`src/rtl/instr_decode_queue_pkg.sv`:
```
// Shared MIPS decode types for the IF->ID queue: opcode constants, class enum, field struct.
// Purely declarative; no logic, so no latency or backpressure behaviour of its own.
package decode_pkg;

  localparam logic [5:0] OP_RTYPE = 6'h00;
  localparam logic [5:0] OP_J     = 6'h02;
  localparam logic [5:0] OP_JAL   = 6'h03;
  localparam logic [5:0] OP_BEQ   = 6'h04;
  localparam logic [5:0] OP_BNE   = 6'h05;
  localparam logic [5:0] OP_ADDI  = 6'h08;
  localparam logic [5:0] OP_ADDIU = 6'h09;
  localparam logic [5:0] OP_SLTI  = 6'h0A;
  localparam logic [5:0] OP_SLTIU = 6'h0B;
  localparam logic [5:0] OP_ANDI  = 6'h0C;
  localparam logic [5:0] OP_ORI   = 6'h0D;
  localparam logic [5:0] OP_XORI  = 6'h0E;
  localparam logic [5:0] OP_LUI   = 6'h0F;
  localparam logic [5:0] OP_LW    = 6'h23;
  localparam logic [5:0] OP_SW    = 6'h2B;

  typedef enum logic [1:0] {
    CLS_R    = 2'd0,
    CLS_I    = 2'd1,
    CLS_J    = 2'd2,
    CLS_RSVD = 2'd3
  } instr_class_t;

  typedef struct packed {
    logic [5:0]  op;
    logic [4:0]  rs;
    logic [4:0]  rt;
    logic [4:0]  rd;
    logic [4:0]  shamt;
    logic [5:0]  funct;
    logic [15:0] imm16;
  } instr_fields_t;

  // Logical immediates are unsigned; everything else sign-extends.
  function automatic logic imm_is_zext(input logic [5:0] op);
    return (op == OP_ANDI) || (op == OP_ORI) || (op == OP_XORI) || (op == OP_LUI);
  endfunction

endpackage

```
`src/rtl/instr_field_split.sv`:
```
// Combinational MIPS word splitter: fields, class and extended immediate; zero latency.
// No storage and no handshake, so it never applies backpressure.
module instr_field_split
  import decode_pkg::*;
#(
  parameter int IMM_OUT_W = 32
) (
  input  logic [31:0]          instr,
  output instr_fields_t        fields,
  output instr_class_t         cls,
  output logic [IMM_OUT_W-1:0] imm_ext
);

  always_comb begin
    fields.op    = instr[31:26];
    fields.rs    = instr[25:21];
    fields.rt    = instr[20:16];
    fields.rd    = instr[15:11];
    fields.shamt = instr[10:6];
    fields.funct = instr[5:0];
    fields.imm16 = instr[15:0];
  end

  always_comb begin
    cls = CLS_I;
    if (instr[31:26] == OP_RTYPE)
      cls = CLS_R;
    else if ((instr[31:26] == OP_J) || (instr[31:26] == OP_JAL))
      cls = CLS_J;
  end

  // Size casts extend according to signedness, so IMM_OUT_W=16 is a plain pass-through.
  always_comb begin
    if (imm_is_zext(instr[31:26]))
      imm_ext = IMM_OUT_W'(instr[15:0]);
    else
      imm_ext = IMM_OUT_W'($signed(instr[15:0]));
  end

endmodule

```
`src/rtl/instr_decode_queue.sv`:
```
// IF->ID instruction queue with pre-decoded head; push visible after one edge, no in->out path.
// in_ready is count < DEPTH only; flush empties on next edge. INSTR_DECODE_QUEUE_JTARGET_EN adds jump/branch targets.
module instr_decode_queue
  import decode_pkg::*;
#(
  parameter int DEPTH     = 4,
  parameter int PC_W      = 32,
  parameter int IMM_OUT_W = 32
) (
  input  logic                     clk,
  input  logic                     reset,
  input  logic                     flush,
  input  logic                     in_valid,
  output logic                     in_ready,
  input  logic [31:0]              in_instr,
  input  logic [PC_W-1:0]          in_pc,
  output logic                     out_valid,
  input  logic                     out_ready,
  output logic [5:0]               out_op,
  output logic [4:0]               out_rs,
  output logic [4:0]               out_rt,
  output logic [4:0]               out_rd,
  output logic [4:0]               out_shamt,
  output logic [5:0]               out_funct,
  output logic [15:0]              out_imm16,
  output logic [IMM_OUT_W-1:0]     out_imm_ext,
  output logic [1:0]               out_class,
  output logic [PC_W-1:0]          out_pc,
  output logic [$clog2(DEPTH):0]   out_count
`ifdef INSTR_DECODE_QUEUE_JTARGET_EN
  , output logic [PC_W-1:0]        out_jtarget
  , output logic [PC_W-1:0]        out_btarget
`endif
);

  localparam int AW = $clog2(DEPTH);
  localparam int CW = AW + 1;

  logic [PC_W+31:0] mem [DEPTH];
  logic [AW-1:0]    wr_ptr, rd_ptr;
  logic [CW-1:0]    count;
  logic             push, pop;

  assign in_ready  = (count < CW'(DEPTH));
  assign out_valid = (count != '0);
  assign out_count = count;
  assign push      = in_valid & in_ready & ~flush;
  assign pop       = out_valid & out_ready & ~flush;

  always_ff @(posedge clk or posedge reset) begin
    if (reset) begin
      wr_ptr <= '0;
      rd_ptr <= '0;
      count  <= '0;
    end else if (flush) begin
      wr_ptr <= '0;
      rd_ptr <= '0;
      count  <= '0;
    end else begin
      if (push) wr_ptr <= wr_ptr + 1'b1;
      if (pop)  rd_ptr <= rd_ptr + 1'b1;
      case ({push, pop})
        2'b10:   count <= count + 1'b1;
        2'b01:   count <= count - 1'b1;
        default: count <= count;
      endcase
    end
  end

  // Storage is intentionally not reset; the empty-queue masking hides stale words.
  always_ff @(posedge clk) begin
    if (push) mem[wr_ptr] <= {in_pc, in_instr};
  end

  logic [31:0]          head_instr;
  logic [PC_W-1:0]      head_pc;
  instr_fields_t        head_fields;
  instr_class_t         head_cls;
  logic [IMM_OUT_W-1:0] head_imm_ext;

  assign {head_pc, head_instr} = mem[rd_ptr];

  instr_field_split #(.IMM_OUT_W(IMM_OUT_W)) u_split (
    .instr   (head_instr),
    .fields  (head_fields),
    .cls     (head_cls),
    .imm_ext (head_imm_ext)
  );

  always_comb begin
    out_op      = '0;
    out_rs      = '0;
    out_rt      = '0;
    out_rd      = '0;
    out_shamt   = '0;
    out_funct   = '0;
    out_imm16   = '0;
    out_imm_ext = '0;
    out_class   = '0;
    out_pc      = '0;
    if (out_valid) begin
      out_op      = head_fields.op;
      out_rs      = head_fields.rs;
      out_rt      = head_fields.rt;
      out_rd      = head_fields.rd;
      out_shamt   = head_fields.shamt;
      out_funct   = head_fields.funct;
      out_imm16   = head_fields.imm16;
      out_imm_ext = head_imm_ext;
      out_class   = head_cls;
      out_pc      = head_pc;
    end
  end

`ifdef INSTR_DECODE_QUEUE_JTARGET_EN
  logic [PC_W-1:0] pc_plus4;
  assign pc_plus4 = head_pc + PC_W'(4);

  always_comb begin
    out_jtarget = '0;
    out_btarget = '0;
    if (out_valid) begin
      out_jtarget = {pc_plus4[PC_W-1:28], head_instr[25:0], 2'b00};
      out_btarget = pc_plus4 + (PC_W'($signed(head_instr[15:0])) << 2);
    end
  end
`endif

endmodule

```
`config.mk`:
```
export PLATFORM = sky130hd
export DESIGN_NAME = instr_decode_queue
export DESIGN_NICKNAME = d
export VERILOG_FILES = /design/src/rtl/instr_decode_queue_pkg.sv /design/src/rtl/instr_field_split.sv /design/src/rtl/instr_decode_queue.sv
export SDC_FILE = /design/constraint.sdc
export NUM_CORES = 1
export LEC_CHECK = 0
export CORE_MARGIN = 4
export CORE_UTILIZATION = 35
export CTS_CLUSTER_DIAMETER = 50
export DETAILED_ROUTE_END_ITERATION = 16
export HOLD_SLACK_MARGIN = 0.12
export SLEW_MARGIN = 25
export SYNTH_ARGS = -nofsm -noshare
export SYNTH_HDL_FRONTEND = slang
export SYNTH_SLANG_ARGS = --single-unit
```
`constraint.sdc`:
```
create_clock -name clk -period 3.4 [get_ports clk]
set_input_delay 0.68 -clock clk [delete_from_list [all_inputs] [get_ports clk]]
set_output_delay 0.68 -clock clk [all_outputs]
set_load 0.05 [all_outputs]
```
==> results of run 1 <==
stage by stage:
stage	hold slack, ps	std cells
2_1_floorplan	483	505
3_3_place_gp	584	1029
3_5_place_dp	598	1029
4_1_cts	359	1088
5_1_grt	392	1088
6_report	382	1088
layer usage:
| metal | wire (um) | share of wire [%] |
|---|---|---|
| met1 | 8780 | 40 |
| met5 | 26 | 0.12 |
| met2 | 11500 | 52 |
| met3 | 1310 | 6.0 |
| met4 | 312 | 1.4 |
what timing repair did:
item / in CTS / in global routing
gates resized for setup: 45 / 10
setup endpoints to repair: 75 / 10
hold buffers: 0 / 0
gates cloned: 1 / 0
buffers inserted: 6 / 0
cell usage in the layout (no fill, tap or decap), types with 2 or more instances in the layout:
cell,Yosys,layout
edfxtp_1,256,256
inv_1,4,4
clkinv_4,0,2
nor3_1,2,2
clkbuf_1,8,5
clkbuf_16,0,29
nor2_1,8,8
buf_12,0,23
and2_4,0,4
dfrtp_1,7,5
dlygate4sd2_1,0,40
clkinv_2,0,5
clkbuf_8,0,2
mux4_2,64,64
nor2b_1,2,2
dfrtp_4,0,2
dlymetal6s2s_1,0,9
ha_1,4,4
xor2_1,2,2
clkdlybuf4s50_1,0,78
bufinv_16,0,2
buf_4,52,58
and2_1,70,66
xnor2_1,2,2
clkinvlp_4,0,2
clkinv_1,0,3
state kept, by name, summed over array words and instances, names as in the netlist:
register / cells
mem: 256
out_count: 3
rd_ptr: 2
wr_ptr: 2
logic make-up (layout without fill, tap and decap cells):
group / count (synthesis) / after routing / synth area share [%]
XOR/XNOR: 4 / 4 / 0.334
AO/OA/AOI/OAI: 6 / 6 / 0.560
AND/OR/NAND/NOR: 88 / 88 / 5.06
flip-flops: 263 / 263 / 74.9
buffers and inverters: 74 / 267 / 4.63
adder cells (fa/ha/maj): 5 / 5 / 0.668
multiplexers: 65 / 65 / 13.8
power groups by stage:
stage / logic, mW / clock network (mW) / registers [mW]
6_report: 6.40 / 2.95 / 3.88
2_1_floorplan: 4.65 / 0 / 3.95
5_1_grt: 6.71 / 3.20 / 3.91
4_1_cts: 6.52 / 3.04 / 3.89
3_3_place_gp: 6.52 / 0 / 3.96
3_5_place_dp: 6.55 / 0 / 3.98
cell type report:
type                            instances  area share, %
Sequential cell                       263           57.5
Multi-Input combinational cell        168           15.9
Inverter                                4          0.110
Timing Repair Buffer                  211           16.2
Clock inverter                         16           1.09
Tap cell                              390           3.57
Clock buffer                           36           5.64
final timing paths:
| check | startpoint | endpoint | slack (ps) |
|---|---|---|---|
| min reg2reg | wr_ptr[0] | wr_ptr[0] | 610 |
| max in group asynchronous | reset | rd_ptr[0] | 2770 |
| max reg2reg | out_count[2] | mem[0][41] | 1420 |
| min in group clk | wr_ptr[0] | wr_ptr[0] | 610 |
| max | rd_ptr[0] | out_rs[0] | 140 |
| min | reset | out_count[1] | 380 |
==> metrics.yaml, run 1 <==
status:
  status: "finished, final reports clean"
synth:
  syn_area_per_cell_um2: 20.8
  netlist_area_um2: 10500
  synth_area_leaders: "edfxtp_1 (73%), mux4_2 (14%), and2_1 (4.2%), buf_4 (3.7%), dfrtp_1 (1.7%)"
  synth_flop_cell: "edfxtp_1"
  netlist_instances: 505
  async_reset_ff_share_pct: 2.66
  ys_ff_latch: 263
  synth_top_area_share_pct: 73.3
  yosys.cell_types.count: 30
  synth-edff-count: 256
  synthMostInstantiatedCell: "edfxtp_1"
  synth_commonest_cells: "edfxtp_1 (256), and2_1 (70), mux4_2 (64), buf_4 (52)"
  yosysTopAreaCell: "edfxtp_1"
  yosys_warnings: 0
  syn-num-nets: 579
  yosysSeqAreaShare_pct: 74.9
sta:
  fmax_mhz: 307
  period_minus_slack_ps: 3260
  period_share_pct: 95.8
  slew_headroom_pct: 65.2
  setup-violations-final: 0
  slew_viol_final: 0
  rsz0062_at_grt: "no"
  layout_setup_ws_ps: 144
  hold_viol: 0
  finalClockSkew_ps: 10.1
  setup_tns_ps: 0
  max_slew.worst_pin.slew_ps: 524
drt:
  viasPerCell: 4.69
  dr.first_iter.drc_count: 266
  drcViolationCount: 0
  wl_per_cell_um: 20.1
  drt_wl_total_mm: 21.9
  ant_nets: 0
  dr.pass1.iters: 4
  vias: 5099
grt:
  track_usage_pct: 13.2
  antenna_found_initial: 2
  overflow: 0
  grt_pass1_wl_mm: 33.8
  grt_max_degree: 39
  use_met3_pct: 3.18
  grtUsageMet2_pct: 23.8
  gr-usage-met1_pct: 16.1
  grt_pass1_vias: 5646
  gr-max-usage-layer: "met2"
die:
  start_util_pct: 35.4
  core_um2: 29600
  dieArea_um2: 32800
  pin_count: 188
  rows: 63
  die_h_um: 181
  die_x_um: 181
place:
  gp_congestion: 0.680
  hpwl_mm: 13.9
  pre_cts_ws_ps: 357
  place_area_um2: 12700
  portBuffers: 187
finish:
  area_delta_synth_final_pct: 30.3
  utilization_pct: 46.1
  n_antenna_cell: 0
  multi_input_area_um2: 2170
  nets: 750
  seq_area_um2: 7870
  finalInstanceArea_um2: 13700
  layout-drive-gt1-share_pct: 29.1
  fillers: 2528
power:
  power.clock.fraction_pct: 22.3
  power_density_nw_per_um2: 967
  p_seq_share_pct: 29.3
  p_switching_mw: 5.46
  total_power_mw: 13.2
  max-vdd-ir-drop_v: 0.000568
  p_comb_share_pct: 48.4
  swShare_pct: 41.3
  leakagePower_nw: 4.81
  internal-power_mw: 7.77
setup_path:
  arrival_ps: 2580
  crit_slowest_cell: "clkdlybuf4s50_1"
  max_stage_delay_ps: 700
  startpoint_type: "register"
  cp_num_cells: 4
  critPathRequiredTime_ps: 2720
  path_delay_family: "buffers and inverters"
  endpoint_kind: "output pin"
  worstPathCellList: "buf_4, mux4_2, and2_1, clkdlybuf4s50_1"
  critPathKind: "reg2out"
  crit_buf_inv: 2
  crit_path_max_fanout: 10
  r2r_cells: 5
cts:
  cts_made_buffers: 28
  cts_tree: "yes"
  cts-root-buf: "clkbuf_16"
  clk_latency_ps: 520
  cts.sinks: 263
  path_clk_slew_ps: 60
  cts.htree.levels: 1
  clockBufferDepth: 3
flow_run:
  cap_violations: 0
hold_path:
  hold_class: "in2async"
Power figures use the tool's default switching activity.
==> run 2: changes to the inputs <==
Settings changed: CORE_ASPECT_RATIO set to 0.8.
==> run 2 against run 1 <==
Wire length down 1.2%. Clock power about the same. Utilization down 0.22 points. Sequential share of layout area up 0.69 points. Largest cell class unchanged. Critical endpoint is now out_imm_ext[27]. Worst hold slack better by 22 ps. First-iteration DRC count down 18%. Fmax up 0.28%. Final area down 1.2%.
==> metrics.yaml, run 2 (synthesis gave the netlist of run 1 again) <==
cts:
  cts.htree.levels: 1  # unchanged
  hold_buffers: 0  # unchanged
  cts_tree: "yes"
  cts_made_buffers: 28  # unchanged
  path_clk_slew_ps: 60  # about the same
  clockBufferDepth: 3  # unchanged
  cts-root-buf: "clkbuf_16"
  cts.sinks: 263  # unchanged
  clk_latency_ps: 520  # about the same
finish:
  largest-register: "mem"
  utilization_pct: 45.9  # -0.22 points
  n_antenna_cell: 0  # unchanged
  largest_reg_flops: 256  # unchanged
  layout_commonest_cell: "edfxtp_1"
  area_delta_synth_final_pct: 28.8
  layout-drive-gt1-share_pct: 33.1  # +4.1 points
  layout_common_cells: "edfxtp_1 (256), buf_4 (89), clkdlybuf4s50_1 (73)"
  nets: 749  # -0.13%
  finalInstanceArea_um2: 13500  # -1.2%
drt:
  drt_wl_total_mm: 21.7  # -1.2%
  dr.pass1.iters: 6  # +2
  vias: 5160  # +1.2%
  dr.first_iter.drc_count: 218  # -18%
  viasPerCell: 4.80  # +2.5%
  wl_per_cell_um: 20.2  # about the same
  ant_nets: 0  # unchanged
  drcViolationCount: 0  # unchanged
setup_path:
  arrival_ps: 2570  # about the same
  r2r-start: "out_count[2]"
  critPathKind: "reg2out"
  critPathLaunch: "rd_ptr[0]"
  crit_path_max_fanout: 16  # +6
  crit_slowest_cell: "mux4_2"
  worstPathCellList: "buf_4, mux4_2, o31a_4, buf_12"
  r2r_cells: 5  # unchanged
  endpoint_kind: "output pin"
  r2r_end: "mem[1][57]"
  critPathRequiredTime_ps: 2720  # about the same
  max_stage_delay_ps: 590  # -110 ps
  reg2reg_slack_ps: 1310  # -110 ps
  endpoint: "out_imm_ext[27]"
  startpoint_type: "register"
die:
  rows: 56  # -11%
  core_um2: 29400  # -0.71%
  start_util_pct: 35.7  # +0.25 points
  dieArea_um2: 32800  # about the same
  die_h_um: 163  # -10%
  die_x_um: 202  # +11%
  pin_count: 188  # unchanged
sta:
  fmax_mhz: 308  # +0.28%
  finalClockSkew_ps: 9.29  # -0.788 ps
  max_slew.worst_pin.slew_ps: 507  # -17.1 ps
  slew_headroom_pct: 66.1  # +0.89 points
  setup-violations-final: 0  # unchanged
  rsz0062_at_grt: "no"
  whs_ps: 404  # +21.5 ps
  period_minus_slack_ps: 3250  # -9.26 ps
  slew_viol_final: 0  # unchanged
  setup_tns_ps: 0  # unchanged
  hold_viol: 0  # unchanged
  period_share_pct: 95.5  # -0.27 points
power:
  power.clock.fraction_pct: 22.2  # about the same
  p_comb_share_pct: 48.4  # about the same
  p_switching_mw: 5.48  # +0.36%
  internal-power_mw: 7.67  # -1.3%
  power_density_nw_per_um2: 973  # +0.58%
  max-vdd-ir-drop_v: 0.000556  # -2.2%
  leakagePower_nw: 4.63  # -3.6%
  p_seq_share_pct: 29.4  # about the same
  swShare_pct: 41.7  # +0.41 points
flow_run:
  cap_violations: 0  # unchanged
place:
  place_area_um2: 12600  # -0.68%
  portBuffers: 187  # unchanged
  gp_congestion: 0.718  # +5.6%
  hpwl_mm: 13.8  # -0.76%
grt:
  overflow: 0  # unchanged
  track_usage_pct: 12.9  # -0.25 points
  grt_max_degree: 39  # unchanged
  antenna_found_initial: 2  # unchanged
  grt_pass1_vias: 5699  # +0.94%
  grt_pass1_wl_mm: 33.3  # -1.4%
hold_path:
  hold_class: "in2async"
status:
  status: "finished, final reports clean"
run 2: cell types whose count changed in the layout (fill, tap and decap cells not counted), moves of 3 or more:
| cell | previous run | this run |
|---|---|---|
| clkdlybuf4s50_1 | 78 | 73 |
| clkbuf_1 | 5 | 2 |
| buf_4 | 58 | 89 |
| dlygate4sd2_1 | 40 | 25 |
| clkinv_2 | 5 | 8 |
| dlymetal6s2s_1 | 9 | 0 |
run 2: worst min-delay path by stage:
stage                   end  slack, ps  depth (start not counted)      start
2_1_floorplan  out_count[0]        480                          1      reset
3_3_place_gp      wr_ptr[0]        580                          2  wr_ptr[0]
3_5_place_dp      wr_ptr[0]        600                          2  wr_ptr[0]
4_1_cts        out_count[2]        370                          2      reset
5_1_grt        out_count[2]        400                          2      reset
6_report       out_count[2]        400                          2      reset
run 2: worst max-delay path, delay by kind of cell, from the launching register on:
family | cells | cell delay [ps]
AO/OA/AOI/OAI | 1 | 570
buffers and inverters | 2 | 450
flip-flops | 1 | 430
multiplexers | 1 | 590
run 2: routing by layer:
layer  vias up  GRT usage, %  wire [um]
met3        31          3.01       1120
met1      2691          17.1       9240
met2       139          22.3      10900
met5         -             0          0
met4         0          2.39        381
li1       2299             -          -
run 2: through the flow:
stage / power [mW] / instances / worst slack (ps)
after floorplan: 8.61 / 505 / 171
after global placement: 10.4 / 1018 / 355
after detailed placement: 10.5 / 1018 / 322
after CTS: 13.3 / 1074 / 14.0
after global routing: 13.7 / 1074 / 19.3
final: 13.1 / 1074 / 153
run 2: power groups by stage:
| stage | Sequential, mW | Combinational [mW] | Clock [mW] |
|---|---|---|---|
| after floorplan | 3.95 | 4.65 | 0 |
| after global placement | 3.95 | 6.44 | 0 |
| after detailed placement | 3.97 | 6.48 | 0 |
| after CTS | 3.87 | 6.46 | 3.01 |
| after global routing | 3.88 | 6.67 | 3.17 |
| final | 3.86 | 6.36 | 2.92 |
run 2: final cells by class:
class	count	area [um^2]
Fill cell	2545	15900
Sequential cell	263	7870
Multi-Input combinational cell	168	2170
Timing Repair Buffer	210	2080
Clock buffer	31	733
Tap cell	377	472
Clock inverter	21	178
Inverter	4	15.0
run 2: repair_timing:
item	4_1_cts	5_1_grt
buffers inserted	4	0
endpoints found under the setup margin	93	23
resized for setup	26	1
